<file path="src/rtl/mips_ctrl_pkg.sv">
// mips_ctrl_pkg: shared state, opcode, funct and select encodings for the multicycle controller
package mips_ctrl_pkg;
  typedef enum logic [3:0] {
    S_FETCH    = 4'd0,
    S_DECODE   = 4'd1,
    S_MEMADR   = 4'd2,
    S_MEMREAD  = 4'd3,
    S_MEMWB    = 4'd4,
    S_MEMWRITE = 4'd5,
    S_EXECUTE  = 4'd6,
    S_ALUWB    = 4'd7,
    S_BRANCH   = 4'd8,
    S_ADDIEX   = 4'd9,
    S_ADDIWB   = 4'd10,
    S_JUMP     = 4'd11,
    S_HALT     = 4'd12
  } state_t;
  localparam logic [5:0] OP_RTYPE = 6'b000000;
  localparam logic [5:0] OP_LW    = 6'b100011;
  localparam logic [5:0] OP_SW    = 6'b101011;
  localparam logic [5:0] OP_BEQ   = 6'b000100;
  localparam logic [5:0] OP_ADDI  = 6'b001000;
  localparam logic [5:0] OP_J     = 6'b000010;
  localparam logic [5:0] FN_ADD = 6'b100000;
  localparam logic [5:0] FN_SUB = 6'b100010;
  localparam logic [5:0] FN_AND = 6'b100100;
  localparam logic [5:0] FN_OR  = 6'b100101;
  localparam logic [5:0] FN_SLT = 6'b101010;
  localparam logic [2:0] ALU_ADD = 3'b010;
  localparam logic [2:0] ALU_SUB = 3'b110;
  localparam logic [2:0] ALU_AND = 3'b000;
  localparam logic [2:0] ALU_OR  = 3'b001;
  localparam logic [2:0] ALU_SLT = 3'b111;
  localparam logic [1:0] SRCB_REG   = 2'b00;
  localparam logic [1:0] SRCB_FOUR  = 2'b01;
  localparam logic [1:0] SRCB_IMM   = 2'b10;
  localparam logic [1:0] SRCB_IMMSH = 2'b11;
  localparam logic [1:0] PC_ALU    = 2'b00;
  localparam logic [1:0] PC_ALUOUT = 2'b01;
  localparam logic [1:0] PC_JUMP   = 2'b10;
endpackage

</file>
<file path="src/rtl/alu_funct_decoder.sv">
// alu_funct_decoder: maps an R-type funct field to its ALU operation and flags unsupported functs
module alu_funct_decoder
  import mips_ctrl_pkg::*;
(
  input  logic [5:0] funct,
  output logic [2:0] alu_control,
  output logic       funct_valid
);
  assign alu_control = funct == FN_SUB ? ALU_SUB :
                       funct == FN_AND ? ALU_AND :
                       funct == FN_OR  ? ALU_OR  :
                       funct == FN_SLT ? ALU_SLT : ALU_ADD;
  assign funct_valid = funct inside {FN_ADD, FN_SUB, FN_AND, FN_OR, FN_SLT};
endmodule

</file>
<file path="src/rtl/multicycle_controller.sv">
// multicycle_controller: sequencing FSM driving the multicycle MIPS datapath with memory wait states
module multicycle_controller
  import mips_ctrl_pkg::*;
#(
  parameter bit HALT_ON_ILLEGAL = 1'b0
) (
  input  logic       CLOCK,
  input  logic       RESET,
  input  logic [5:0] Op,
  input  logic [5:0] Funct,
  input  logic       Zero,
  input  logic       MemReady,
  output logic       PCEn,
  output logic       IorD,
  output logic       MemRead,
  output logic       MemWrite,
  output logic       IRWrite,
  output logic       RegDst,
  output logic       MemToReg,
  output logic       RegWrite,
  output logic       ALUSrcA,
  output logic [1:0] ALUSrcB,
  output logic [2:0] ALUControl,
  output logic [1:0] PCSrc,
  output logic       Illegal,
  output logic [3:0] State
);
  state_t     state, state_n;
  logic [2:0] funct_alu;
  logic       funct_valid;
  logic       legal;
  alu_funct_decoder u_dec (
    .funct       (Funct),
    .alu_control (funct_alu),
    .funct_valid (funct_valid)
  );
  assign legal = Op inside {OP_LW, OP_SW, OP_BEQ, OP_ADDI, OP_J} || (Op == OP_RTYPE && funct_valid);
  assign State = state;
  // State register and sticky illegal-instruction flag
  always_ff @(posedge CLOCK or posedge RESET) begin
    if (RESET) begin
      state   <= S_FETCH;
      Illegal <= 1'b0;
    end else begin
      state <= state_n;
      if (state == S_DECODE && !legal) Illegal <= 1'b1;
    end
  end
  // Next-state selection; unreachable codes fall back to FETCH
  always_comb begin
    state_n = S_FETCH;
    case (state)
      S_FETCH:    state_n = MemReady ? S_DECODE : S_FETCH;
      S_DECODE:   state_n = (Op == OP_LW || Op == OP_SW)       ? S_MEMADR  :
                            (Op == OP_RTYPE && funct_valid)    ? S_EXECUTE :
                            Op == OP_BEQ                       ? S_BRANCH  :
                            Op == OP_ADDI                      ? S_ADDIEX  :
                            Op == OP_J                         ? S_JUMP    :
                            HALT_ON_ILLEGAL                    ? S_HALT    : S_FETCH;
      S_MEMADR:   state_n = Op == OP_SW ? S_MEMWRITE : S_MEMREAD;
      S_MEMREAD:  state_n = MemReady ? S_MEMWB : S_MEMREAD;
      S_MEMWRITE: state_n = MemReady ? S_FETCH : S_MEMWRITE;
      S_EXECUTE:  state_n = S_ALUWB;
      S_ADDIEX:   state_n = S_ADDIWB;
      S_HALT:     state_n = S_HALT;
      default:    state_n = S_FETCH;
    endcase
  end
  // Datapath controls decoded from state; enables are suppressed while reset is held
  always_comb begin
    PCEn       = 1'b0;
    IorD       = 1'b0;
    MemRead    = 1'b0;
    MemWrite   = 1'b0;
    IRWrite    = 1'b0;
    RegDst     = 1'b0;
    MemToReg   = 1'b0;
    RegWrite   = 1'b0;
    ALUSrcA    = 1'b0;
    ALUSrcB    = SRCB_REG;
    ALUControl = ALU_ADD;
    PCSrc      = PC_ALU;
    case (state)
      S_FETCH: begin
        MemRead = 1'b1;
        ALUSrcB = SRCB_FOUR;
        IRWrite = MemReady;
        PCEn    = MemReady;
      end
      S_DECODE:   ALUSrcB = SRCB_IMMSH;
      S_MEMADR: begin
        ALUSrcA = 1'b1;
        ALUSrcB = SRCB_IMM;
      end
      S_MEMREAD: begin
        IorD    = 1'b1;
        MemRead = 1'b1;
      end
      S_MEMWB: begin
        MemToReg = 1'b1;
        RegWrite = 1'b1;
      end
      S_MEMWRITE: begin
        IorD     = 1'b1;
        MemWrite = 1'b1;
      end
      S_EXECUTE: begin
        ALUSrcA    = 1'b1;
        ALUControl = funct_alu;
      end
      S_ALUWB: begin
        RegDst   = 1'b1;
        RegWrite = 1'b1;
      end
      S_BRANCH: begin
        ALUSrcA    = 1'b1;
        ALUControl = ALU_SUB;
        PCSrc      = PC_ALUOUT;
        PCEn       = Zero;
      end
      S_ADDIEX: begin
        ALUSrcA = 1'b1;
        ALUSrcB = SRCB_IMM;
      end
      S_ADDIWB:   RegWrite = 1'b1;
      S_JUMP: begin
        PCSrc = PC_JUMP;
        PCEn  = 1'b1;
      end
      default: ;
    endcase
    if (RESET) begin
      PCEn     = 1'b0;
      IRWrite  = 1'b0;
      RegWrite = 1'b0;
      MemWrite = 1'b0;
      MemRead  = 1'b0;
    end
  end
endmodule

</file>
<file path="config.mk">
export PLATFORM = sky130hd
export DESIGN_NAME = multicycle_controller
export DESIGN_NICKNAME = d
export VERILOG_FILES = /design/src/rtl/mips_ctrl_pkg.sv /design/src/rtl/alu_funct_decoder.sv /design/src/rtl/multicycle_controller.sv
export SDC_FILE = /design/constraint.sdc
export NUM_CORES = 1
export LEC_CHECK = 0
export BUFFER_PORTS_ARGS = -buffer_cell sky130_fd_sc_hd__clkbuf_2
export CAP_MARGIN = 10
export CORE_MARGIN = 4
export CORE_UTILIZATION = 46
export DETAILED_ROUTE_END_ITERATION = 6
export PLACE_DENSITY = 0.83
export SETUP_SLACK_MARGIN = 0.02
export SYNTH_ARGS = -nofsm -noshare
export SYNTH_HDL_FRONTEND = slang
export SYNTH_SLANG_ARGS = --single-unit
</file>
<file path="constraint.sdc">
create_clock -name CLOCK -period 2.9 [get_ports CLOCK]
set_input_delay 0.87 -clock CLOCK [delete_from_list [all_inputs] [get_ports CLOCK]]
set_output_delay 0.87 -clock CLOCK [all_outputs]
set_load 0.05 [all_outputs]
</file>
Word level (Yosys, flattened, before mapping)
Index checks and enable logic that the tools add are counted.
- flip-flop bits (word level): 5
- bits in latches: 0
- memory bits (writable): 0
- memory bits (read-only): 0
- bits of input ports: 16
- output and inout port bits: 21
- logic and storage cells: 69
- memories: 0
- add/subtract/negate cells: 0
- multipliers: 0
- div/mod/pow operators: 0
- magnitude comparators: 0
- equality and inequality tests: 22
- shift-type cells: 0
- multiplexer cells: 31
- bitwise logic cells: 0
- reduce and logical (&&, ||, !) cells: 14
- operator list (operator ; count):
    $eq A6 B6 Y1 const B ; 7
    $pmux W4 S8 ; 1
    $mux W3 ; 7
    $eq A4 B4 Y1 const B ; 5
    $mux W4 ; 5
    $eq A4 B3 Y1 const B ; 4
    $mux W1 ; 14
    $reduce_bool A5 Y1 ; 2
    $eq A4 B2 Y1 const B ; 2
    $eq A6 B2 Y1 const B ; 1
    $eq A6 B3 Y1 const B ; 1
    $eq A6 B4 Y1 const B ; 1
    $logic_not A6 Y1 ; 1
    $pmux W2 S3 ; 1
    $pmux W3 S2 ; 1
    $reduce_or A2 Y1 ; 3
    $eq A4 B1 Y1 const B ; 1
    $logic_not A4 Y1 ; 1
    $pmux W2 S2 ; 1
    $reduce_or A4 Y1 ; 1
    $pmux W1 S3 ; 1
    $reduce_or A3 Y1 ; 1
    $logic_and A1 B1 Y1 ; 2
    $logic_or A1 B1 Y1 ; 2
    $logic_not A1 Y1 ; 1

Logic depth before layout (Yosys ltp)
Gate-level depths: netlist of the first run.
- depth in word-level cells: 7
- mapped depth: 5
- mapped depth without buffers: 4

Cells and area by module
From an unflattened synthesis of the first run, not the netlist that was laid out.
- cells, all modules: 95
- area, all modules: 706.9 um^2
- modules (own cells, without submodules) (module ; times used ; cells each ; area each (um^2) ; sequential area each (um^2)):
    multicycle_controller ; 1 ; 86 ; 624.3 ; 125.1
    alu_funct_decoder ; 1 ; 9 ; 82.6 ; 0.0

Least setup slack after synthesis of the first run
No wires, ideal clock.
- path kind: register to output
- from: register state[3] (netlist: State[3])
- to: output port ALUControl[2]
- arrival: 2671 ps
- data required time: 2030 ps
- slack: -641 ps
- stages on the path, launching flop included: 5
- buffers on the path: 1
- path through: dfrtp_1 > buf_4 > nand2_1 > nor3_1 > o21bai_1
- cells in the longest elaborated chain, start to end: 2
- elaborated cells between the ends (all ways): 3
- ends and longest elaborated chain (item ; line ; RTL):
    start: declaration ; multicycle_controller.sv:28 ; state_t state, state_n;
    start signal: assignment ; multicycle_controller.sv:45 ; state <= state_n;
    $eq A4 B4 Y1 or $eq A4 B3 Y1 (tied branches) ; multicycle_controller.sv:83 ; case (state)
    $pmux W3 S2 (*) ; multicycle_controller.sv:83 ;
    end: declaration ; multicycle_controller.sv:23 ; output logic [2:0] ALUControl,
Mark *: on every way between the ends. The rest lies on a longest branch, timed or not.

Worst setup path in the final report of the first run
- from: input port Funct[1]
- to: output port ALUControl[0]
- cells in the longest elaborated chain, start to end: 6
- elaborated cells between the ends (all ways): 9
- ends and longest elaborated chain (item ; line ; RTL):
    start: declaration ; multicycle_controller.sv:10 ; input logic [5:0] Funct,
    $eq A6 B6 Y1 ; alu_funct_decoder.sv:12 ; funct == FN_SLT ? ALU_SLT : ALU_ADD;
    $mux W3 ; alu_funct_decoder.sv:12 ;
    $mux W3 ; alu_funct_decoder.sv:11 ; funct == FN_OR ? ALU_OR :
    $mux W3 ; alu_funct_decoder.sv:10 ; funct == FN_AND ? ALU_AND :
    $mux W3 (*) ; alu_funct_decoder.sv:9 ; assign alu_control = funct == FN_SUB ? ALU_SUB :
    $pmux W3 S2 (*) ; multicycle_controller.sv:83 ;
Marked as above.

==> results of run 1 <==
metrics by stage:
step	instances	setup WS, ns	hold WS [ns]	utilization
final	145	0.0657	0.480	0.672
after global routing	145	0.0257	0.500	0.672
after detailed placement	141	0.0602	0.462	0.651
after global placement	141	0.104	0.462	0.651
after floorplan	91	-0.168	0.649	-
after CTS	145	0.0578	0.480	0.671
kinds of logic after synthesis:
logic type	synth area share
XOR/XNOR	0.0543
buffers and inverters	0.0698
AND/OR/NAND/NOR	0.386
AO/OA/AOI/OAI	0.248
multiplexers	0.0484
flip-flops	0.194
where the power goes:
group          internal, uW  total, uW  switching (uW)
Clock                  52.4       86.4            34.0
Sequential             85.5        129            43.8
Combinational           136        487             351
Total                   274        703             429
worst reg2reg max path, cell delays in order, from the launching register on:
cell and delay, ns:
dfrtp_1 0.48, buf_4 0.22, nand2b_1 0.20, nor3_1 0.22, o21ai_0 0.19, o211ai_1 0.19
routing by layer:
layer | track usage | part of all wire
met1 | 0.242 | 0.41
met5 | 0 | 0
met4 | 0.0526 | 0.010
met3 | 0.0593 | 0.10
met2 | 0.365 | 0.48
flip-flops by register name, summed over array words and instances, names as in the netlist:
| name | count |
|---|---|
| State | 4 |
| Illegal | 1 |
area by class of cell:
class | count | area [um2]
clock buffer | 4 | 26.3
tap | 15 | 18.8
fill | 124 | 432
multi-input combinational | 77 | 493
inverter | 5 | 18.8
sequential | 5 | 126
timing repair buffer | 39 | 203
timing repair:
item,4_1_cts,5_1_grt
hold buffers,0,0
setup endpoints to repair,0,1
gates resized for setup,0,1
cells in the mapped netlist (2+ instances only):
library cell / count / area, um2
buf_4: 3 / 22.5
nor2_1: 8 / 30.0
o211ai_1: 2 / 15.0
o21bai_1: 2 / 15.0
nand2b_1: 3 / 18.8
o21ai_0: 5 / 25.0
or3_1: 2 / 12.5
nor3b_1: 3 / 22.5
dfrtp_1: 5 / 125
xor2_1: 3 / 26.3
a21oi_1: 5 / 25.0
inv_1: 5 / 18.8
mux2i_1: 2 / 20.0
nor3_1: 12 / 60.1
nand2_1: 8 / 30.0
how the worst max path moves through the flow:
stage	to	slack, ns	cells after the start
2_1_floorplan	ALUControl[2]	-0.17	4
3_3_place_gp	ALUControl[0]	0.10	5
3_5_place_dp	ALUControl[0]	0.06	5
4_1_cts	ALUControl[0]	0.06	5
5_1_grt	ALUControl[0]	0.03	5
6_report	ALUControl[0]	0.07	5
==> results.toml, run 1 <==
[cells_and_area]
layout_common_cells = "clkbuf_2 (36), nor3_1 (9), nand2_1 (8)"
final_layout_size_suffix_gt1_frac = 0.385
nets = 147
syn2layout_area_growth_pct = 37.2
final_common_cell = "clkbuf_2"
num_antenna_cells = 0
final_cell_area_um2 = 886

[clock_tree]
htreeDepth = 1
postCtsSetupBuffers = 0
clkSlewWorstSetupHoldPaths_ns = 0.05
cts_tree = "yes"
clock-root-buffer = "clkbuf_4"
cts_made_buffers = 3
worstSkewPairLatency_ns = 0.26
clock_sinks = 5
clock_path_buffers = 2

[setup_path]
path_buf_inv = 2
worstPathMaxFanout = 4
crit_type = "input port to output pin"
critPathSlowestCell = "or3b_2"
max_stage_delay_ns = 0.46
cpMostUsedCell = "clkbuf_2"
reg2reg_slack_ns = 1.33
critPathCaptureType = "output pin"
path_delay_family = "simple AND/OR/NAND/NOR gates"
worstReg2RegStart = "State[1]"
reg2reg_to = "State[2]"
start_kind = "input port"
reg2regPathDepth = 5
startpoint = "Funct[1]"
path_cells = "clkbuf_2 -> or3b_2 -> a2bb2oi_1 -> nor2_2 -> clkbuf_2"
worst_ep_required_time_ns = 2.03
cp.arrival_ns = 1.96

[timing]
setup_tns_ns = 0
fin_crit_ns = 2.83
setup_viol = 0
slew_violations = 0
period_share = 0.977
fin_worst_skew_ns = 0.0128
tightestPinTransition_ns = 0.346
max_freq_mhz = 353
final_hold_viol_count = 0
rsz0062_at_grt = "no"
relSlewSlack = 0.767

[routing]
wl_per_cell_um = 13.1
vias = 834
dr.pass1.iters = 4
postRouteAntennaNets = 0
routed_wl_um = 1910
drc_errors = 0
drt_first_iter_violations = 13
routed_via_density = 5.75

[die]
ios = 37
die_x_um = 45.5
initial_core_util = 0.490
placeableCoreArea_mm2 = 0.00132
die-area_mm2 = 0.00207
die_y_um = 45.5
rows = 13

[logic_synthesis]
async_reset_ff_frac = 1.00
synth_edf_count = 0
ys_warn_count = 0
syn_area_per_cell_um2 = 7.09
syn_inst = 91
yosys_most_used_dff = "dfrtp_1"
syn_area_um2 = 646
ys_ff_latch = 5
syn_nets = 107
yosysSeqAreaShare = 0.194
synth_cell_types = 38

[power_and_ir_drop]
power_uw = 703
power.density_mw_per_mm2 = 793
ir_worst_vdd_v = 0.000620
p_leak_uw = 0.000415

[worst_hold_path]
min_path_type = "flop to flop"
min-delay-start = "Illegal"
hold_depth = 1
hold_path_end = "Illegal"

[placement]
placed_area_um2 = 858
hpwlAfterDp_um = 1550
place_congestion = 0.842
io_buffers = 36

[run_status]
status = "finished clean"

[global_routing]
overflow = 0
grt_max_degree = 17
grt_first_pass_wirelength_um = 3140
grt_usage = 0.207
antenna_found_initial = 0
grt_pass1_vias = 749

[run]
maxCapViolations = 0
(Power assumes the default switching activity.)
==> run 2, diff against run 1 <==
CORE_UTILIZATION = 47   (was 46)
SYNTH_HIERARCHICAL = 1   (was default)
==> run 2 against run 1 <==
Compared with the run above:
- combinational power decreased by 3%
- synthesized cell count grew 4.4%
- clock power down 5.8%
- clock skew down 0.012 ns
- non-clock buffer count is 1 lower
- largest power group unchanged
- register-to-register slack got worse by 0.37 ns
- largest cell class unchanged
- critical endpoint is now ALUControl[1]
- sequential share of layout area is 1.0 points lower
- critical path depth unchanged
==> results.toml, run 2 <==
[routing]
postRouteAntennaNets = 0
routed_wl_um = 1950
routed_via_density = 5.88
wl_per_cell_um = 13.4
vias = 853
dr.pass1.iters = 4
drt_first_iter_violations = 18
drc_errors = 0

[placement]
io_buffers = 36
hpwlAfterDp_um = 1560
place_congestion = 0.791

[timing]
setup_viol = 0
fin_crit_ns = 2.80
hold_ws_ns = 0.456
period_share = 0.967
relSlewSlack = 0.705
final_hold_viol_count = 0
rsz0062_at_grt = "no"
slew_violations = 0
max_freq_mhz = 357
tightestPinTransition_ns = 0.443
fin_worst_skew_ns = 0.000876

[global_routing]
grt_pass1_vias = 740
grt_usage = 0.194
overflow = 0
antenna_found_initial = 0
grt_first_pass_wirelength_um = 3090
grt_max_degree = 15

[setup_path]
startpoint = "Funct[4]"
path_cells = "clkbuf_2 -> nand2b_4 -> or4b_1 -> nand3b_1 -> buf_2"
critPathCaptureType = "output pin"
crit_type = "input port to output pin"
path_buf_inv = 2
path_delay_family = "simple AND/OR/NAND/NOR gates"
worstPathMaxFanout = 4
reg2reg_slack_ns = 0.96
cp.arrival_ns = 1.93
critPathSlowestCell = "or4b_1"
worst_ep_required_time_ns = 2.03
start_kind = "input port"
reg2reg_to = "State[0]"
cp.depth = 5
max_stage_delay_ns = 0.47
critPathCapture = "ALUControl[1]"
worstReg2RegStart = "State[1]"
reg2regPathDepth = 4

[cells_and_area]
nets = 147
multi_input_area_um2 = 567
largest_reg_flops = 4
layout_common_cells = "clkbuf_2 (35), nor2_1 (10), nand2_1 (9)"
syn2layout_area_growth_pct = 33.5
seq_area_um2 = 125
final_common_cell = "clkbuf_2"
num_antenna_cells = 0
fill_cells = 122
final_layout_size_suffix_gt1_frac = 0.431

[run_status]
status = "finished clean"

[clock_tree]
postCtsSetupBuffers = 0
cts_tree = "yes"
cts_resized = 0
ctsHoldBuffers = 0
clock_sinks = 5
clock_path_buffers = 2
clock-root-buffer = "clkbuf_4"
worstSkewPairLatency_ns = 0.24
htreeDepth = 1
cts_made_buffers = 3
clkSlewWorstSetupHoldPaths_ns = 0.04

[logic_synthesis]
yosysTopAreaCell = "dfrtp_1"
yosys_most_used_dff = "dfrtp_1"
synth_top_area_share = 0.177
syn_area_um2 = 707
ys_warn_count = 6
synth_cell_types = 46
synthMostInstantiatedCell = "nor2_1"
synth_edf_count = 0
syn_nets = 111
synth_area_leaders = "dfrtp_1 (18%), nor3_1 (6.4%), nor2_1 (5.3%), nand2_1 (4.8%), nor4b_4 (3.4%)"
yosysSeqAreaShare = 0.177
ys_ff_latch = 5
ys_top_cells_by_count = "nor2_1 (10), nand2_1 (9), nor3_1 (9), dfrtp_1 (5), a21oi_1 (4)"
syn_inst = 95
async_reset_ff_frac = 1.00
syn_area_per_cell_um2 = 7.44

[die]
initial_core_util = 0.517
die_y_um = 46.8
rows = 13
ios = 37
placeableCoreArea_mm2 = 0.00137
die_x_um = 46.8
die-area_mm2 = 0.00219

[power_and_ir_drop]
power_uw = 683
ir_worst_vdd_v = 0.000320
power.density_mw_per_mm2 = 724
p_leak_uw = 0.000431

[worst_hold_path]
min_path_type = "flop to flop"

[run]
maxCapViolations = 0
## run 2: changes by cell type in the layout (fill, tap and decap cells not counted), moves of 3 or more
| cell | delta |
|---|---|
| nor3_2 | +3 |
| inv_1 | -3 |
| nor3_1 | -5 |
| nor2_1 | +3 |
| a21oi_1 | -3 |
## run 2: layout make-up
class / instances / share of cell area
Inverter: 3 / 0.0119
Multi-Input combinational cell: 80 / 0.601
Clock buffer: 4 / 0.0279
Sequential cell: 5 / 0.133
Tap cell: 15 / 0.0199
Timing Repair Buffer: 38 / 0.207
## run 2: kinds of logic after synthesis
| logic type | count (synthesis) | synth area share |
|---|---|---|
| buffers and inverters | 10 | 0.0761 |
| multiplexers | 3 | 0.0460 |
| AO/OA/AOI/OAI | 20 | 0.196 |
| flip-flops | 5 | 0.177 |
| AND/OR/NAND/NOR | 54 | 0.467 |
| XOR/XNOR | 3 | 0.0372 |
## run 2: routing by layer
metal	wire length, um	GRT usage	vias to the layer above
li1	-	-	420
met1	795	0.230	391
met2	983	0.347	39
met3	147	0.0230	3
met4	20	0.0829	0
met5	0	0	-
## run 2: worst min-delay path by stage
stage,start,to,slack [ns],cells past startpoint
CTS,Illegal,Illegal,0.46,1
global placement,Illegal,Illegal,0.45,1
global route,Illegal,Illegal,0.49,1
detailed placement,Illegal,Illegal,0.45,1
floorplan,RESET,Illegal,0.65,1
finish,Illegal,Illegal,0.46,1
## run 2: through the flow
step	TNS, ns	instances	utilization	setup slack (ns)	instance area [um2]
6_report	0	145	0.690	0.0964	943
5_1_grt	0	145	0.690	0.0271	943
4_1_cts	0	145	0.690	0.0602	943
3_5_place_dp	0	141	0.671	0.0605	917
3_3_place_gp	0	141	0.671	0.100	917
2_1_floorplan	-0.0306	95	-	-0.0306	746
## run 2: where the power goes
| part | switching [uW] | internal [uW] |
|---|---|---|
| clock network | 29.3 | 52.1 |
| registers | 48.1 | 82.1 |
| logic | 335 | 136 |
| total | 413 | 270 |
==> run 3, diff against run 2 <==
CORE_UTILIZATION = 45   (was 47)
PLACE_DENSITY = 0.8   (was 0.83)
==> run 3 against run 2 <==
Compared with the run above:
- clock-buffer cell count is the same
- sequential share of layout area fell by 0.12 points
- non-clock buffer count increased by 1
- sequential power shrank 3%
- setup slack lost 0.018 ns
- die area up 3.7%
- total power shrank 1.5%
==> results.toml, run 3 (synthesis gave the netlist of run 2 again) <==
[placement]
place_congestion = 0.835
hpwlAfterDp_um = 1520
dp_slack_ns = 0.0836
io_buffers = 36

[timing]
fin_worst_skew_ns = 0.0000970
period_share = 0.973
relSlewSlack = 0.710
fin_crit_ns = 2.82
final_hold_viol_count = 0
rsz0062_at_grt = "no"
tightestPinTransition_ns = 0.435
hold_ws_ns = 0.451
slew_violations = 0
setup_viol = 0
max_freq_mhz = 354
timing.final.ws_setup_ns = 0.0787

[global_routing]
grt_max_degree = 15
grt_usage = 0.180
grt_first_pass_wirelength_um = 3070
grt_pass1_vias = 703
overflow = 0
antenna_found_initial = 0

[setup_path]
critPathCapture = "ALUControl[2]"
crit_type = "input port to output pin"
reg2reg_slack_ns = 1.10
start_kind = "input port"
cp.arrival_ns = 1.95
startpoint = "Funct[4]"
reg2reg_to = "State[0]"
reg2regPathDepth = 3
worst_ep_required_time_ns = 2.03
critPathCaptureType = "output pin"
worstPathMaxFanout = 4
worstReg2RegStart = "State[0]"

[cells_and_area]
largest_reg_flops = 4
syn2layout_area_growth_pct = 34.7
nets = 148
final_layout_size_suffix_gt1_frac = 0.435
layout_common_cells = "clkbuf_2 (36), nor2_1 (10), nand2_1 (9)"
num_antenna_cells = 0
fill_cells = 139
final_common_cell = "clkbuf_2"

[clock_tree]
ctsHoldBuffers = 0
clkSlewWorstSetupHoldPaths_ns = 0.04
clock_path_buffers = 2
worstSkewPairLatency_ns = 0.24
clock_sinks = 5
clock-root-buffer = "clkbuf_4"
cts_made_buffers = 3
postCtsSetupBuffers = 0
cts_resized = 0
htreeDepth = 1
cts_tree = "yes"

[power_and_ir_drop]
ir_worst_vdd_v = 0.000375
power.density_mw_per_mm2 = 707
p_leak_uw = 0.000437

[routing]
routed_wl_um = 1830
dr.pass1.iters = 4
postRouteAntennaNets = 0
drc_errors = 0
routed_via_density = 5.69
wl_per_cell_um = 12.4
vias = 837
drt_first_iter_violations = 13

[run]
maxCapViolations = 0

[die]
initial_core_util = 0.475
die_y_um = 47.6
rows = 14
ios = 37
die-area_mm2 = 0.00227
die_x_um = 47.6
placeableCoreArea_mm2 = 0.00149

[run_status]
status = "finished clean"

[worst_hold_path]
hold_depth = 1
min_path_type = "flop to flop"
min-delay-start = "Illegal"
run 3: cell count changes in the layout (fill, tap and decap cells not counted):
| cell | change |
|---|---|
| buf_2 | -1 |
| buf_4 | +1 |
| clkbuf_2 | +1 |
run 3: stage by stage:
| stage | cell area [um2] | TNS, ns | util | cells | total power [uW] |
|---|---|---|---|---|---|
| floorplan | 746 | -0.0306 | - | 95 | 500 |
| global placement | 926 | 0 | 0.622 | 143 | 592 |
| detailed placement | 926 | 0 | 0.622 | 143 | 597 |
| CTS | 952 | 0 | 0.639 | 147 | 681 |
| global route | 952 | 0 | 0.639 | 147 | 726 |
| finish | 952 | 0 | 0.639 | 147 | 673 |
run 3: final cells by class:
type | instances | area, um2 | area share
Multi-Input combinational cell | 80 | 567 | 0.595
Timing Repair Buffer | 39 | 203 | 0.213
Sequential cell | 5 | 125 | 0.131
Clock buffer | 4 | 26.3 | 0.0276
Tap cell | 16 | 20.0 | 0.0210
Inverter | 3 | 11.3 | 0.0118
run 3: worst min-delay path by stage:
stage	slack, ns	endpoint
final	0.45	Illegal
after global routing	0.48	Illegal
after CTS	0.46	Illegal
after detailed placement	0.46	Illegal
after global placement	0.45	Illegal
after floorplan	0.65	Illegal
run 3: metal layers:
layer	vias up	track usage	wire (um)
met5	-	0	0
met4	0	0	0
met3	0	0.0338	159
met2	30	0.332	896
met1	381	0.233	774
li1	426	-	-
run 3: worst max-delay path: stages:
cell	delay, ns
clkbuf_2	0.08
nand2b_4	0.14
nor4b_1	0.29
nand3_1	0.14
a21oi_2	0.15
clkbuf_2	0.29
run 3: power by group:
part	leakage, uW	total [uW]	internal, uW	switching (uW)
sequential	0.0000627	126	82.3	43.8
clock	0.0000150	78.7	51.9	26.8
combinational	0.000360	468	139	330
